$ cat src/rtl/trade_pkg.sv
// Shared constants and entry layout for the trade history buffer.
// Entry word layout (MSB..LSB): {buy, sell, spread}, each DW bits wide.
package trade_pkg;

  localparam int unsigned DW    = 8;
  localparam int unsigned DEPTH = 8;
  localparam int unsigned AW    = 3;
  localparam int unsigned EW    = 3 * DW;

  // Field slot numbers within an entry word; bit offset = slot * DW
  localparam int unsigned SPREAD_FIELD = 0;
  localparam int unsigned SELL_FIELD   = 1;
  localparam int unsigned BUY_FIELD    = 2;

  typedef struct packed {
    logic [DW-1:0] buy;
    logic [DW-1:0] sell;
    logic [DW-1:0] spread;
  } trade_entry_t;

endpackage

$ cat src/rtl/trade_hist_ram.sv
// Simple dual-port trade storage: synchronous write, registered read.
// A read of the slot being written in the same cycle returns the old word.
// The read register can be cleared so invalid reads present zero.
module trade_hist_ram #(
  parameter int unsigned DEPTH = 8,
  parameter int unsigned AW    = 3,
  parameter int unsigned EW    = 24
) (
  input  logic          clk,
  input  logic          reset,
  input  logic          we,
  input  logic [AW-1:0] waddr,
  input  logic [EW-1:0] wdata,
  input  logic [AW-1:0] raddr,
  input  logic          rclr,
  output logic [EW-1:0] rdata
);

  logic [EW-1:0] mem [DEPTH];

  // Storage write; contents are intentionally not reset
  always_ff @(posedge clk) begin
    if (we) begin
      mem[waddr] <= wdata;
    end
  end

  // Registered read; non-blocking ordering gives read-old on collision
  always_ff @(posedge clk) begin
    if (reset || rclr) begin
      rdata <= '0;
    end else begin
      rdata <= mem[raddr];
    end
  end

endmodule

$ cat src/rtl/trade_history_buffer.sv
// Ring buffer of the most recent matched trades with a frame-stable,
// newest-first read port for the display.
// Optional running spread statistics: define TRADE_HISTORY_STATS_EN.
module trade_history_buffer
  import trade_pkg::*;
#(
  parameter int unsigned DEPTH = trade_pkg::DEPTH,
  parameter int unsigned AW    = trade_pkg::AW,
  parameter int unsigned DW    = trade_pkg::DW
) (
  input  logic          clk,
  input  logic          reset,
  input  logic [DW-1:0] buy_price,
  input  logic [DW-1:0] sell_price,
  input  logic [DW-1:0] spread,
  input  logic          match_siganl,
  input  logic          halt_signal,
  input  logic          frame_start,
  input  logic [AW-1:0] rd_idx,
  output logic [DW-1:0] rd_buy,
  output logic [DW-1:0] rd_sell,
  output logic [DW-1:0] rd_spread,
  output logic          rd_valid,
  output logic [AW:0]   hist_count,
  output logic [DW-1:0] spread_max,
  output logic [DW-1:0] spread_min
);

  localparam int unsigned EWL     = 3 * DW;
  localparam int unsigned BUY_OFS = BUY_FIELD * DW;
  localparam int unsigned SEL_OFS = SELL_FIELD * DW;
  localparam int unsigned SPR_OFS = SPREAD_FIELD * DW;

  logic          match_d;
  logic [AW-1:0] wr_ptr;
  logic [AW:0]   live_count;
  logic [AW-1:0] snap_ptr;
  logic [AW:0]   snap_count;

  logic          capture;
  logic [AW-1:0] raddr;
  logic          rd_hit;
  logic [EWL-1:0] wdata;
  logic [EWL-1:0] rdata;

  // Rising-edge capture gated by halt; physical read address from snapshot
  always_comb begin
    capture = match_siganl & ~match_d & ~halt_signal;
    raddr   = snap_ptr - AW'(1) - rd_idx;
    rd_hit  = ({1'b0, rd_idx} < snap_count);
    wdata   = {buy_price, sell_price, spread};
  end

  // Match edge detector, write pointer and live occupancy
  always_ff @(posedge clk) begin
    if (reset) begin
      match_d    <= 1'b0;
      wr_ptr     <= '0;
      live_count <= '0;
    end else begin
      match_d <= match_siganl;
      if (capture) begin
        wr_ptr <= wr_ptr + AW'(1);
        if (live_count != (AW+1)'(DEPTH)) begin
          live_count <= live_count + (AW+1)'(1);
        end
      end
    end
  end

  // Frame snapshot; takes pre-capture values when capture coincides
  always_ff @(posedge clk) begin
    if (reset) begin
      snap_ptr   <= '0;
      snap_count <= '0;
    end else if (frame_start) begin
      snap_ptr   <= wr_ptr;
      snap_count <= live_count;
    end
  end

  // Read valid tracks the registered RAM read
  always_ff @(posedge clk) begin
    if (reset) begin
      rd_valid <= 1'b0;
    end else begin
      rd_valid <= rd_hit;
    end
  end

  assign hist_count = snap_count;

  trade_hist_ram #(
    .DEPTH (DEPTH),
    .AW    (AW),
    .EW    (EWL)
  ) u_ram (
    .clk   (clk),
    .reset (reset),
    .we    (capture),
    .waddr (wr_ptr),
    .wdata (wdata),
    .raddr (raddr),
    .rclr  (~rd_hit),
    .rdata (rdata)
  );

  assign rd_buy    = rdata[BUY_OFS +: DW];
  assign rd_sell   = rdata[SEL_OFS +: DW];
  assign rd_spread = rdata[SPR_OFS +: DW];

`ifdef TRADE_HISTORY_STATS_EN
  logic [DW-1:0] max_q;
  logic [DW-1:0] min_q;

  // Running spread extremes, updated alongside the memory write
  always_ff @(posedge clk) begin
    if (reset) begin
      max_q <= '0;
      min_q <= '1;
    end else if (capture) begin
      if (spread > max_q) max_q <= spread;
      if (spread < min_q) min_q <= spread;
    end
  end

  assign spread_max = max_q;
  assign spread_min = min_q;
`else
  assign spread_max = '0;
  assign spread_min = '1;
`endif

endmodule

$ cat config.mk
export PLATFORM = sky130hd
export DESIGN_NAME = trade_history_buffer
export DESIGN_NICKNAME = d
export VERILOG_FILES = /design/src/rtl/trade_pkg.sv /design/src/rtl/trade_hist_ram.sv /design/src/rtl/trade_history_buffer.sv
export SDC_FILE = /design/constraint.sdc
export NUM_CORES = 1
export LEC_CHECK = 0
export ABC_AREA = 1
export CORE_UTILIZATION = 56
export CTS_CLUSTER_DIAMETER = 40
export DETAILED_ROUTE_END_ITERATION = 12
export HOLD_SLACK_MARGIN = 0.06
export PLACE_DENSITY = 0.78
export RECOVER_POWER = 50
export SLEW_MARGIN = 25
export SYNTH_ARGS = -nofsm -noshare
export SYNTH_HDL_FRONTEND = slang
export SYNTH_HIERARCHICAL = 1
export SYNTH_SLANG_ARGS = --single-unit
$ cat constraint.sdc
create_clock -name clk -period 4.2 [get_ports clk]
set_clock_uncertainty 0.2 [all_clocks]
set_input_delay 0.42 -clock clk [delete_from_list [all_inputs] [get_ports clk]]
set_output_delay 0.42 -clock clk [all_outputs]
set_load 0.02 [all_outputs]
==> results.toml, run 1 <==
[outcome]
outcome = "finished with violations"
violations = "max-capacitance violations, max-slew violations"

[route]
met2_length_mm = 9.96
vias = 6480
route.detailed.drc = 0
drt-met1-wl_mm = 7.97
drtIter0Drc = 454
ant_nets = 0
route.met3.wl_mm = 1.17
firstDrtPassIters = 4
avgRoutedWirePerCell_um = 15.1
via_per_inst = 4.96
top_layer = "met4"
wl_mm = 19.7

[synth]
synth_seq_cells = 232
yosys.area.top_type = "edfxtp_1"
synth_top_area_share_pct = 58.2
ys_seq_area_share_pct = 66.3
synthTopCellsByArea = "edfxtp_1, nand2_1, dfxtp_1, inv_1, nand3_1"
syn_area_mm2 = 0.00991
synthCells = 994
syn_avg_cell_area_um2 = 9.97
synth_cell_type_count = 30
yosysWarnings = 6

[place]
placed_area_mm2 = 0.0107
place_ws_ns = 1.05
gp_congestion = 0.793
io_buffers = 60
hpwl_mm = 10.7
dp.cells = 1253

[power]
powerDensity_mw_per_mm2 = 481
leakage_nw = 5.09
ir_drop_mv = 0.379

[global_route]
grt_pass1_wl_mm = 31.5
grt-ovfl-total = 0
grt_max_degree = 54
antenna_found_initial = 0
track_usage_pct = 22.6
grt_pass1_vias = 6262

[layout]
final_cells = 1306
nNetsFinal = 1098
drive_gt1_share_pct = 7.96
postLayoutCellArea_mm2 = 0.0116
area.growth.synth_to_final_pct = 17.1
mostFrequentLayoutCell = "nand2_1"
diodes = 0
mostFrequentLayoutCells = "nand2_1, inv_1, edfxtp_1, nand3_1, nor2_1"

[sta]
rsz0062_at_grt = "false"
slew_headroom_pct = -13.5
drv_slew = 25
final-setup-viol-count = 0
fmax_ghz = 0.300
hold_slack_ns = 0.319
worst_pin_slew_ns = 1.70
min_period_ns = 3.33
tns_ns = 0
fin_crit_sh_pct = 79.4
fin_ws_ns = 0.866
finalHoldViolations = 0

[clock_tree]
ctsHoldBuffers = 0
root_buffer = "clkbuf_16"
cts_tree = "yes"
clkLatencyLatePin_ns = 0.53
clkTransAtPathRegs_ns = 0.05
cts_num_sinks = 232
h-tree-depth = 1
postCtsSetupBuffers = 0
cts_buffer_depth = 3
postCtsResizedCells = 0
cts_buffers = 29

[die]
chipWidth_um = 135
rows = 48
coreArea_mm2 = 0.0173
start_util_pct = 57.3
die-height_um = 135
die_area_mm2 = 0.0182
pin_count = 77

[worst_setup_path]
crit_fanout = 24
ff2ff_setup_slack_ns = 0.99
cp.arrival_ns = 3.25
crit_end = "u_ram/mem[5][16]"
startpoint_type = "input pin"
startpoint = "match_siganl"
required_ns = 4.12
r2r-start = "match_d"
worstReg2RegEnd = "u_ram/mem[5][16]"
r2r_cells = 6
path_class = "input pin to flop"
crit_path_end_kind = "flop"

[worst_hold_path]
hold_path.class = "flop to flop"
worstHoldStart = "live_count[3]"

[run]
cap_violations = 1
==> per-stage QoR <==
stage	total power, mW	util [%]
floorplan	3.00	-
global placement	3.18	61.8
detailed placement	3.19	61.8
CTS	5.62	67.3
global route	5.77	67.1
finish	5.58	67.1
==> worst min path at each step <==
stage | slack (ns) | endpoint | cells after the start
global placement | 0.32 | wr_ptr[0] | 2
detailed placement | 0.33 | live_count[2] | 2
finish | 0.32 | live_count[3] | 2
global route | 0.33 | live_count[3] | 2
floorplan | 0.28 | live_count[2] | 1
CTS | 0.34 | match_d | 3
==> kinds of logic after synthesis <==
kind of cell	share of synthesized area, %
AO/OA/AOI/OAI	1.16
XOR/XNOR	0.177
adder cells (fa/ha/maj)	0.959
buffers and inverters	11.6
flip-flops	66.3
other	0.0758
AND/OR/NAND/NOR	19.7
==> Yosys cell counts <==
library cell and n:
a21oi_1 8, a21oi_2 2, buf_1 2, buf_2 21
buf_4 18, buf_6 6, clkbuf_1 9, conb_1 2
dfxtp_1 40, edfxtp_1 192, fa_1 1, ha_1 6
inv_1 211, inv_2 3, nand2_1 262, nand2_2 1
nand2_4 1, nand3_1 123, nand3_2 1, nand3_4 1
nand3b_4 1, nand4_1 1, nor2_1 68, nor2_4 1
nor2_8 1, o21ai_0 7, o21ai_1 1, o21ai_2 2
xnor2_1 1, xor2_1 1
==> critical path, cell delays in order <==
cell and delay, ns:
dlygate4sd3_1 0.62, nand2_2 0.07, nor2_1 0.47, nand2_1 0.27, nor2_2 0.15, clkbuf_1 1.23
==> metal layers <==
layer | track usage, % | vias to the layer above
met2 | 39.9 | 223
met5 | 0 | -
met1 | 28.1 | 3002
li1 | - | 3210
met3 | 3.04 | 45
met4 | 8.68 | 0
==> power by group <==
group	total (mW)	switching [mW]	internal, mW
clock network	2.43	0.953	1.48
registers	2.56	0.0197	2.54
logic	0.584	0.381	0.203
==> layout make-up <==
class	instances	area, µm²
Inverter	214	803
Tap cell	225	282
Fill cell	1263	5690
Clock inverter	21	216
Clock buffer	32	747
Multi-Input combinational cell	506	2260
Timing Repair Buffer	76	729
Sequential cell	232	6570
==> sequential cells by signal, summed over array words and instances, names as in the netlist <==
signal and count:
hist_count 4, live_count 4, match_d 1, rd_valid 1, snap_ptr 3, u_ram/mem 192, u_ram/rdata 24, wr_ptr 3
No activity file was read; power rests on OpenSTA's default activity.
==> inputs of run 2 (changes only) <==
clock period = 3.27 ns   (was 4.2 ns; I/O delays follow)
==> results.toml, run 2 (same netlist as run 1, synthesis figures left out) <==
[outcome]
outcome = "finished, final reports clean"

[global_route]
grt_pass1_wl_mm = 31.3
grt_max_degree = 97
grt-ovfl-total = 0
antenna_found_initial = 0
track_usage_pct = 22.2
grt_pass1_vias = 6362

[die]
rows = 48
die-height_um = 135
start_util_pct = 57.3
die_area_mm2 = 0.0182
chipWidth_um = 135
coreArea_mm2 = 0.0173
pin_count = 77

[place]
io_buffers = 60
place_ws_ns = 0.579
hpwl_mm = 10.7
gp_congestion = 0.742
dp.cells = 1257

[layout]
mostFrequentLayoutCells = "nand2_1, inv_1, edfxtp_1, nand3_1, nor2_1"
num-fill-cells = 1243
final_cells = 1311
nNetsFinal = 1102
largest_reg_flops = 192
top_register = "u_ram/mem"
drive_gt1_share_pct = 8.02
reg_top3 = "u_ram/mem x192, u_ram/rdata x24"
mostFrequentLayoutCell = "nand2_1"
area.growth.synth_to_final_pct = 18.0

[route]
firstDrtPassIters = 5
avgRoutedWirePerCell_um = 14.6
route.detailed.drc = 0
vias = 6481
via_per_inst = 4.94
wl_mm = 19.1
ant_nets = 0
drtIter0Drc = 435

[worst_setup_path]
required_ns = 3.23
crit_fanout = 10
path_depth = 6
crit_path_end_kind = "flop"
startpoint_type = "flop"
r2r_cells = 6
cp.arrival_ns = 2.49
crit_top_cell = "nor2_1"
crit_family = "simple AND/OR/NAND/NOR gates"
slowest_stage = "clkbuf_1"
slowest_delay_ns = 0.57
crit_buf_inv = 2
path_class = "flop to flop"
worstPathCellList = "inv_1 -> nand2_2 -> nor2_1 -> nand2_1 -> nor2_1 -> clkbuf_1"
ff2ff_setup_slack_ns = 0.74

[sta]
slew_headroom_pct = 52.8
finalHoldViolations = 0
fmax_ghz = 0.395
fin_ws_ns = 0.738
final-setup-viol-count = 0
rsz0062_at_grt = "false"
worst_pin_slew_ns = 0.707
drv_slew = 0
min_period_ns = 2.53
fin_crit_sh_pct = 77.4
tns_ns = 0

[worst_hold_path]
whs_path_depth = 3
hold_path.class = "input pin to flop"

[clock_tree]
postCtsSetupBuffers = 0
clkLatencyLatePin_ns = 0.53
ctsHoldBuffers = 0
postCtsResizedCells = 0
cts_buffer_depth = 3
cts_num_sinks = 232
h-tree-depth = 1
clkTransAtPathRegs_ns = 0.05
cts_tree = "yes"
cts_buffers = 29
root_buffer = "clkbuf_16"

[power]
swShare_pct = 24.0
leakage_nw = 5.13
p_int_mw = 5.43
switching_power_mw = 1.72
combinationalPowerShare_pct = 10.8
clkPwrFrac_pct = 43.3
ir_drop_mv = 0.399
powerDensity_mw_per_mm2 = 612
pwr-share-seq_pct = 45.9

[run]
cap_violations = 0
[run 2: changes by cell type in the layout (fill, tap and decap cells not counted), sizes merged]
cell           before  now
buf                15   18
clkinv             10   13
clkbuf             33   32
clkdlybuf4s50      34   35
diode               0    1
dlygate4sd3        26   25
inv               218  217
[run 2: worst paths after layout]
check,start,endpoint
min reg2reg,live_count[3],live_count[3]
max,match_d,u_ram/mem[6][9]
max reg2reg,match_d,u_ram/mem[6][9]
min,match_siganl,match_d
[run 2: metal layers]
layer | vias up | part of all wire [%] | routed length, µm | global-route usage (%)
met1 | 3008 | 42 | 7970 | 29.1
met5 | - | 0 | 0 | 0
met3 | 39 | 6.5 | 1250 | 3.57
met2 | 220 | 50 | 9490 | 37.3
met4 | 0 | 2.1 | 401 | 8.43
li1 | 3214 | - | - | -
[run 2: layout make-up]
cell class,instances,area (µm²),area share [%]
Clock buffer,30,739,6.32
Timing Repair Buffer,80,818,7.00
Sequential cell,232,6570,56.1
Tap cell,225,282,2.41
Inverter,214,803,6.87
Antenna cell,1,2.50,0.0214
Multi-Input combinational cell,506,2260,19.3
Clock inverter,23,230,1.97
[run 2: power by group through the flow]
stage / combinational (mW) / clock [mW] / sequential, mW
2_1_floorplan: 0.471 / 0 / 3.39
3_3_place_gp: 0.755 / 0 / 3.35
3_5_place_dp: 0.775 / 0 / 3.35
4_1_cts: 0.783 / 3.14 / 3.29
5_1_grt: 0.855 / 3.27 / 3.29
6_report: 0.771 / 3.10 / 3.29
[run 2: through the flow]
stage	power [mW]	hold WS, ns	area, µm²	util, %
floorplan	3.86	0.189	9960	-
global placement	4.10	0.320	10800	62.3
global route	7.42	0.268	11700	67.6
detailed placement	4.12	0.325	10800	62.3
finish	7.16	0.247	11700	67.6
CTS	7.21	0.239	11700	67.9
[run 2: worst register-to-register path: cells and delay by family (launching register included)]
family	cells	cell delay (ns)
buf+inv	2	0.68
simple gates	4	1.00
flops	1	0.29
